--- config.mk ---
export PLATFORM = sky130hd
export DESIGN_NAME = controlador_necessidades
export DESIGN_NICKNAME = d
export VERILOG_FILES = /design/src/rtl/tamagotchi_pkg.sv /design/src/rtl/contador_decaimento.sv /design/src/rtl/controlador_necessidades.sv
export SDC_FILE = /design/constraint.sdc
export NUM_CORES = 1
export LEC_CHECK = 0
export BUFFER_PORTS_ARGS = -buffer_cell sky130_fd_sc_hd__buf_2
export CORE_UTILIZATION = 55
export DETAILED_ROUTE_END_ITERATION = 10
export GPL_ROUTABILITY_DRIVEN = 0
export GPL_TIMING_DRIVEN = 0
export MAX_ROUTING_LAYER = met4
export PLACE_DENSITY = 0.75
export SLEW_MARGIN = 20
export SYNTH_ARGS = -nofsm -noshare
export SYNTH_HDL_FRONTEND = slang
export SYNTH_SLANG_ARGS = --single-unit
--- constraint.sdc ---
create_clock -name clk -period 4 [get_ports clk]
set_clock_uncertainty 0.2 [all_clocks]
set_input_delay 0.6 -clock clk [delete_from_list [all_inputs] [get_ports clk]]
set_output_delay 0.6 -clock clk [all_outputs]
set_load 0.05 [all_outputs]
--- src/rtl/tamagotchi_pkg.sv ---
// Shared definitions for the pet controllers: one-hot estado codes, need width
// and the saturating level arithmetic used by every need.
package tamagotchi_pkg;

    localparam int NEED_W = 8;

    localparam logic [4:0] INTRO      = 5'd0;
    localparam logic [4:0] IDLE       = 5'd1;
    localparam logic [4:0] DORMINDO   = 5'd2;
    localparam logic [4:0] COMENDO    = 5'd4;
    localparam logic [4:0] DANDO_AULA = 5'd8;
    localparam logic [4:0] MORTO      = 5'd16;

    typedef logic [NEED_W-1:0] nivel_t;

    // Arithmetic is one bit wider so the carry/borrow selects the clamp value.
    function automatic nivel_t sat_add(input nivel_t a, input nivel_t b);
        logic [NEED_W:0] s;
        s = {1'b0, a} + {1'b0, b};
        return s[NEED_W] ? {NEED_W{1'b1}} : s[NEED_W-1:0];
    endfunction

    function automatic nivel_t sat_sub(input nivel_t a, input logic [1:0] step);
        logic [NEED_W:0] d;
        d = {1'b0, a} - {{(NEED_W-1){1'b0}}, step};
        return d[NEED_W] ? {NEED_W{1'b0}} : d[NEED_W-1:0];
    endfunction

endpackage

--- src/rtl/contador_decaimento.sv ---
// One need level: tick-driven decay counter plus saturating feed/decay of the
// level register, with reload (INTRO) and freeze (MORTO) controls.
module contador_decaimento
    import tamagotchi_pkg::*;
#(
    parameter int unsigned DECAI         = 4,
    parameter nivel_t      VALOR_INICIAL = 8'd200,
    parameter nivel_t      GANHO         = 8'd8
) (
    input  logic        clk,
    input  logic        rst_n,
    input  logic        tick,
    input  logic        feed,
    input  logic [1:0]  step,
    input  logic        freeze,
    input  logic        reload,
    output nivel_t      nivel
);

    localparam logic [3:0] DECAI_M1 = 4'(DECAI - 1);

    nivel_t     nivel_reg;
    logic [3:0] cnt_reg;

    always_ff @(posedge clk) begin
        if (!rst_n) begin
            nivel_reg <= VALOR_INICIAL;
            cnt_reg   <= '0;
        end else if (reload) begin
            nivel_reg <= VALOR_INICIAL;
            cnt_reg   <= '0;
        end else if (tick && !freeze) begin
            // Feeding overrides any decrement that would fall due on this tick.
            if (feed) begin
                nivel_reg <= sat_add(nivel_reg, GANHO);
                cnt_reg   <= '0;
            end else if (cnt_reg == DECAI_M1) begin
                nivel_reg <= sat_sub(nivel_reg, step);
                cnt_reg   <= '0;
            end else begin
                cnt_reg <= cnt_reg + 4'd1;
            end
        end
    end

    assign nivel = nivel_reg;

endmodule

--- src/rtl/controlador_necessidades.sv ---
// Need-level generator for the pet: slow prescaled tick, estado decode, and
// three decay/feed channels (fome, felicidade, sono).
module controlador_necessidades
    import tamagotchi_pkg::*;
#(
    parameter int unsigned TICK_W        = 22,
    parameter nivel_t      VALOR_INICIAL = 8'd200,
    parameter nivel_t      GANHO         = 8'd8,
    parameter int unsigned DECAI_FOME    = 4,
    parameter int unsigned DECAI_SONO    = 6,
    parameter int unsigned DECAI_FELIC   = 5
) (
    input  logic              clk,
    input  logic              rst_n,
    input  logic [4:0]        estado,
    output logic [NEED_W-1:0] fome,
    output logic [NEED_W-1:0] felicidade,
    output logic [NEED_W-1:0] sono,
    output logic              tick
);

    // Channel order: 0 = fome, 1 = felicidade, 2 = sono.
    localparam int unsigned DECAI_TAB [3] = '{DECAI_FOME, DECAI_FELIC, DECAI_SONO};

    logic [TICK_W-1:0] pres_reg;
    logic              tick_reg;

    always_ff @(posedge clk) begin
        if (!rst_n) begin
            pres_reg <= '0;
            tick_reg <= 1'b0;
        end else begin
            pres_reg <= pres_reg + 1'b1;
            tick_reg <= &pres_reg;
        end
    end

    assign tick = tick_reg;

    logic       reload;
    logic       freeze;
    logic [2:0] feed;
    logic [1:0] step_arr [3];

    // Codes other than the listed one-hot values fall through to IDLE behaviour.
    always_comb begin
        reload      = (estado == INTRO);
        freeze      = (estado == MORTO);
        feed[0]     = (estado == COMENDO);
        feed[1]     = (estado == DANDO_AULA);
        feed[2]     = (estado == DORMINDO);
        step_arr[0] = 2'd1;
        step_arr[1] = 2'd1;
        step_arr[2] = (estado == DANDO_AULA) ? 2'd2 : 2'd1;
    end

    nivel_t niveis [3];

    generate
        for (genvar gi = 0; gi < 3; gi++) begin : g_need
            contador_decaimento #(
                .DECAI         (DECAI_TAB[gi]),
                .VALOR_INICIAL (VALOR_INICIAL),
                .GANHO         (GANHO)
            ) u_need (
                .clk    (clk),
                .rst_n  (rst_n),
                .tick   (tick_reg),
                .feed   (feed[gi]),
                .step   (step_arr[gi]),
                .freeze (freeze),
                .reload (reload),
                .nivel  (niveis[gi])
            );
        end
    endgenerate

    assign fome       = niveis[0];
    assign felicidade = niveis[1];
    assign sono       = niveis[2];

endmodule

# After elaboration in Yosys (flattened, before gate mapping)
# Cells that the tools add are included.
# classes
addsub,10
eq_ne,7
n_mux,19
n_bitwise,1
n_reduce_logical,11
# op_table
op,n
$mux 8,12
$add 8x4->9 const B,3
$mux 4,6
$add 22x1->22 const B,1
$reduce_and 22->1,1
$sub 8x1->9 const B,2
$add 4x1->4 const B,3
$sub 8x2->9,1
$eq 4x3->1 const B,2
$reduce_and 2->1,3
$reduce_bool 2->1,3
$eq 5x2->1 const B,1
$eq 5x3->1 const B,1
$eq 5x4->1 const B,1
$eq 5x5->1 const B,1
$logic_not 5->1,1
$eq 4x2->1 const B,1
$mux 2,1
$reduce_or 2->1,1
$logic_and 1x1->1,1
$logic_not 1->1,1
$not 1->1,1
# totals
register_bits,59
word_cells,56

# Logic depth before layout (Yosys ltp)
# depth
ltp_word,6
depth_mapped,13

# Hierarchy
# Synthesis repeated with hierarchy kept, for this count alone.
# unflattened
cells_unflattened,458
area_unflattened_um2,3832.4
# by_module_without_submodules
module,instances,cells_each,area_each_um2,seq_area_each_um2
controlador_necessidades,1,128,1087.3,460.4
contador_decaimento at g_need[2].u_need,1,114,944.7,240.2
contador_decaimento at g_need[1].u_need,1,106,913.4,240.2
contador_decaimento at g_need[0].u_need,1,110,887.1,240.2

# Worst setup path before layout
# No wires, ideal clock.
# synth_path
path_type,input-to-reg
startpoint,input port estado[2]
endpoint,register g_need[2].u_need.nivel_reg[3]
setup_ns,0.122
t_arrival_ns,3.189
required_ns,3.678
setup_slack_ns,0.489
cell_stages,13
path_cell_list,clkbuf_1 or3_1 clkbuf_1 nor2_4 inv_2 ha_1 inv_1 fa_1 or4_1 nand2b_1 nand3_1 a21oi_1 o32a_1
# synth_between
elab_chain_cells,6
word_cells_on_any_way,14
cone_classes,1 x add/sub; 3 x eq/ne; 4 x mux; 6 x reduce/logical
# synth_rtl
element,line,source
"start, declared",controlador_necessidades.sv:15,"input logic [4:0] estado,"
$eq 5x4->1,controlador_necessidades.sv:54,step_arr[2] = (estado == DANDO_AULA) ? 2'd2 : 2'd1;
$mux 2,controlador_necessidades.sv:54,
$sub 8x2->9,tamagotchi_pkg.sv:25,"d = {1'b0, a} - {{(NEED_W-1){1'b0}}, step};"
$mux 8,tamagotchi_pkg.sv:26,return d[NEED_W] ? {NEED_W{1'b0}} : d[NEED_W-1:0];
$mux 8,contador_decaimento.sv:37,end else if (cnt_reg == DECAI_M1) begin
$mux 8,contador_decaimento.sv:34,if (feed) begin
"end signal, assigned",contador_decaimento.sv:35,"nivel_reg <= sat_add(nivel_reg, GANHO);"
"end signal, assigned",contador_decaimento.sv:38,"nivel_reg <= sat_sub(nivel_reg, step);"
"end, declared",contador_decaimento.sv:22,nivel_t nivel_reg;
# Several ways; a longest one is shown, not always the timed one. The select of a mux whose other input is x is not followed.
# A chain may end at the register's enable or synchronous reset.

# Final worst setup path
# Ends and elaborated chain as after synthesis.

==> impl_metrics.csv <==
group,metric,value,unit
finish,fill_cells,530,
floorplan,fp.dieH,82.35,um
power_and_ir_drop,pwr-share-clk,0.503,
timing,rsz0062_at_grt,"no",
drt,wire_per_inst,15.34,um
clock_network,post-cts-setup-buffers,0,
power_and_ir_drop,p_leak,1.564,nW
clock_network,cts_root_buf,"clkbuf_8",
power_and_ir_drop,internal-power,976.5,uW
clock_network,htreeDepth,3,
worst_setup_path,cp.required,4040,ps
synthesis,syn_nets,454,
timing,tightest_slew,879.9,ps
placed_design,dp.cells,532,
floorplan,row_count,28,
finish,drive_gt1_frac,0.1438,
clock_network,ctsResizeCount,0,
clock_network,cts_buffer_depth,2,
finish,fin_nets,493,
grt,groute.usage.overall,0.2764,
finish,antenna_cells,0,
worst_setup_path,path_buf_inv,4,
power_and_ir_drop,power.density,316.6,mW/mm^2
finish,layout_common_cells,"59 x dfxtp_1, 36 x nor2_1, 33 x buf_2",
synthesis,synth_seq_cells,59,
timing,holdWs,269.1,ps
floorplan,coreArea,0.006061,mm^2
timing,tns,0,ps
run,maxCapViolCount,0,
synthesis,syn_area_per_cell,8.277,um^2
finish,multi_input_area,0.002195,mm^2
placed_design,dp_hpwl,5.784,mm
drt,drt_first_pass_iters,5,
timing,relSlewSlack,0.4099,
synthesis,async_flop_share,0,
grt,grt_max_degree,13,
synthesis,netlist_instances,429,
synthesis,ys.flop_type,"dfxtp_1",
worst_setup_path,worstSetupPathType,"input pin to flip-flop",
synthesis,synth_seq_area_share,0.3326,
finish,utilization,0.6629,
worst_setup_path,critPathMostFrequentCell,"clkbuf_1",
grt,globalRoute.totalOverflow,0,
clock_network,numClockSinks,59,
timing,min_period_over_period,0.8903,
synthesis,yosysWarnings,0,
hold_path,hold_class,"flip-flop to flip-flop",
clock_network,cts_tree,"built",
drt,drt.antenna.violating_nets,0,
finish,final_common_cell,"dfxtp_1",
drt,drt_iter0_markers,213,
grt,grt_pass1_wl,13.82,mm
worst_setup_path,crit_chain,"clkbuf_1, or3_1, clkbuf_1, nor2_4, inv_2, ha_1, inv_1, fa_1, or4_1, nand2b_1, nand3_1, a21oi_1, o32a_1",
power_and_ir_drop,swShare,0.2323,
power_and_ir_drop,ir_worst_vdd,0.3210,mV
placed_design,placed_area,0.003785,mm^2
placed_design,pre_cts_ws,132.1,ps
finish,final_area,0.004018,mm^2
grt,grt_pass1_vias,2960,
power_and_ir_drop,combPwrFrac,0.032,
floorplan,start_util,0.5859,
worst_setup_path,start_kind,"input pin",
finish,stdcell_count,548,
floorplan,die_area,0.006782,mm^2
drt,via_per_inst,6.162,
power_and_ir_drop,power.total,1.272,mW
worst_setup_path,cp_slowest_cell,"or4_1",
grt,antenna_found_initial,0,
power_and_ir_drop,switching_power,295.5,uW
drt,vias,3377,
clock_network,clk_pin_slew,70,ps
worst_setup_path,cpPeakStageDelay,520,ps
finish,syn2layout_area_growth,13.14,%
timing,drv_slew,0,
worst_setup_path,worst-path-max-fanout,12,
clock_network,clk_latency,350,ps
timing,hold_viol_final,0,
worst_setup_path,crit_path_end_kind,"flip-flop",
synthesis,yosysUniqueCellTypes,63,
timing,setup_slack,438.8,ps
outcome,status,"completed",
floorplan,die_width,82.35,um
drt,drcViolationCount,0,
drt,wl,8.409,mm
worst_setup_path,cp.arrival,3600,ps
power_and_ir_drop,seq_power_share,0.465,
timing,fin_crit,3561,ps
timing,setup_viol,0,
finish,largest_register_ffs,24,
clock_network,cts_hold_buffers,0,
worst_setup_path,path_delay_family,"simple AND/OR/NAND/NOR gates",
finish,regArea,0.001181,mm^2
synthesis,synth_area,0.003551,mm^2
clock_network,cts_buffers,9,
placed_design,portBuffers,28,
floorplan,io_pins,32,
synthesis,synth_edf_count,0,
timing,clock.fmax,280.8,MHz
==> per-layer routing <==
layer	vias to the layer above	global-route usage	part of all wire
met5	-	-	0
met4	0	0.1175	0.018
met3	19	0.06044	0.075
met2	151	0.4223	0.46
met1	1580	0.3505	0.44
li1	1627	-	-
==> layout make-up <==
cell class / count / share of cell area
Tap cell: 75 / 0.02336
Inverter: 23 / 0.02149
Timing Repair Buffer: 28 / 0.03488
Sequential cell: 59 / 0.2940
Clock buffer: 10 / 0.03426
Multi-Input combinational cell: 329 / 0.5462
Clock inverter: 6 / 0.02367
Buffer: 18 / 0.02211
==> tightest hold or removal path, delay by kind of cell, from the launching register on <==
family | cells | cell delay, ps
and+or+nand+nor | 2 | 110
DFF | 1 | 330
==> logic make-up after synthesis <==
| kind of cell | Yosys count | synth area share |
|---|---|---|
| flip-flops | 59 | 0.3326 |
| XOR/XNOR | 28 | 0.06906 |
| adder cells (fa/ha/maj) | 18 | 0.06554 |
| AO/OA/AOI/OAI | 94 | 0.1860 |
| buffers and inverters | 41 | 0.04933 |
| AND/OR/NAND/NOR | 184 | 0.2833 |
| multiplexers | 5 | 0.01409 |
==> worst paths after layout <==
check / start / endpoint / slack [ps] / cells past startpoint
worst max-delay path: estado[2] / g_need[2].u_need.nivel[3] / 440 / 13
worst max register to register: g_need[2].u_need.nivel[0] / g_need[2].u_need.nivel[3] / 1380 / 9
worst min-delay path: pres_reg[21] / tick / 270 / 2
worst min register to register: pres_reg[21] / tick / 270 / 2
==> power by group through the flow <==
stage / clock network [mW] / logic, mW / registers, mW
finish: 0.639 / 0.0407 / 0.592
global route: 0.676 / 0.0447 / 0.592
CTS: 0.648 / 0.0403 / 0.592
detailed placement: 0 / 0.0399 / 0.606
global placement: 0 / 0.0390 / 0.605
floorplan: 0 / 0.0266 / 0.605
==> Yosys cell counts (3+ instances only) <==
cell       n  share of area
xnor2_1   16          0.039
nor2_1    36          0.038
a211oi_1   4         0.0085
o311ai_0   5          0.012
and3_1     7          0.012
nand2_1   27          0.029
a311oi_1   4         0.0099
a21oi_1   21          0.030
buf_2      5         0.0070
or3_1      3         0.0053
mux2i_1    5          0.014
nor2b_1   10          0.018
dfxtp_1   59           0.33
xor2_1    12          0.030
and2_1    22          0.039
inv_1     22          0.023
o221a_2    5          0.016
ha_1      17          0.060
nor3b_1    3         0.0063
clkbuf_1  10          0.011
a31oi_1    5         0.0088
nand2b_1   5         0.0088
nor3_1    19          0.027
nand3_1   20          0.028
nand4_1   13          0.023
o21ai_0   22          0.031
(Power assumes the default switching activity.)
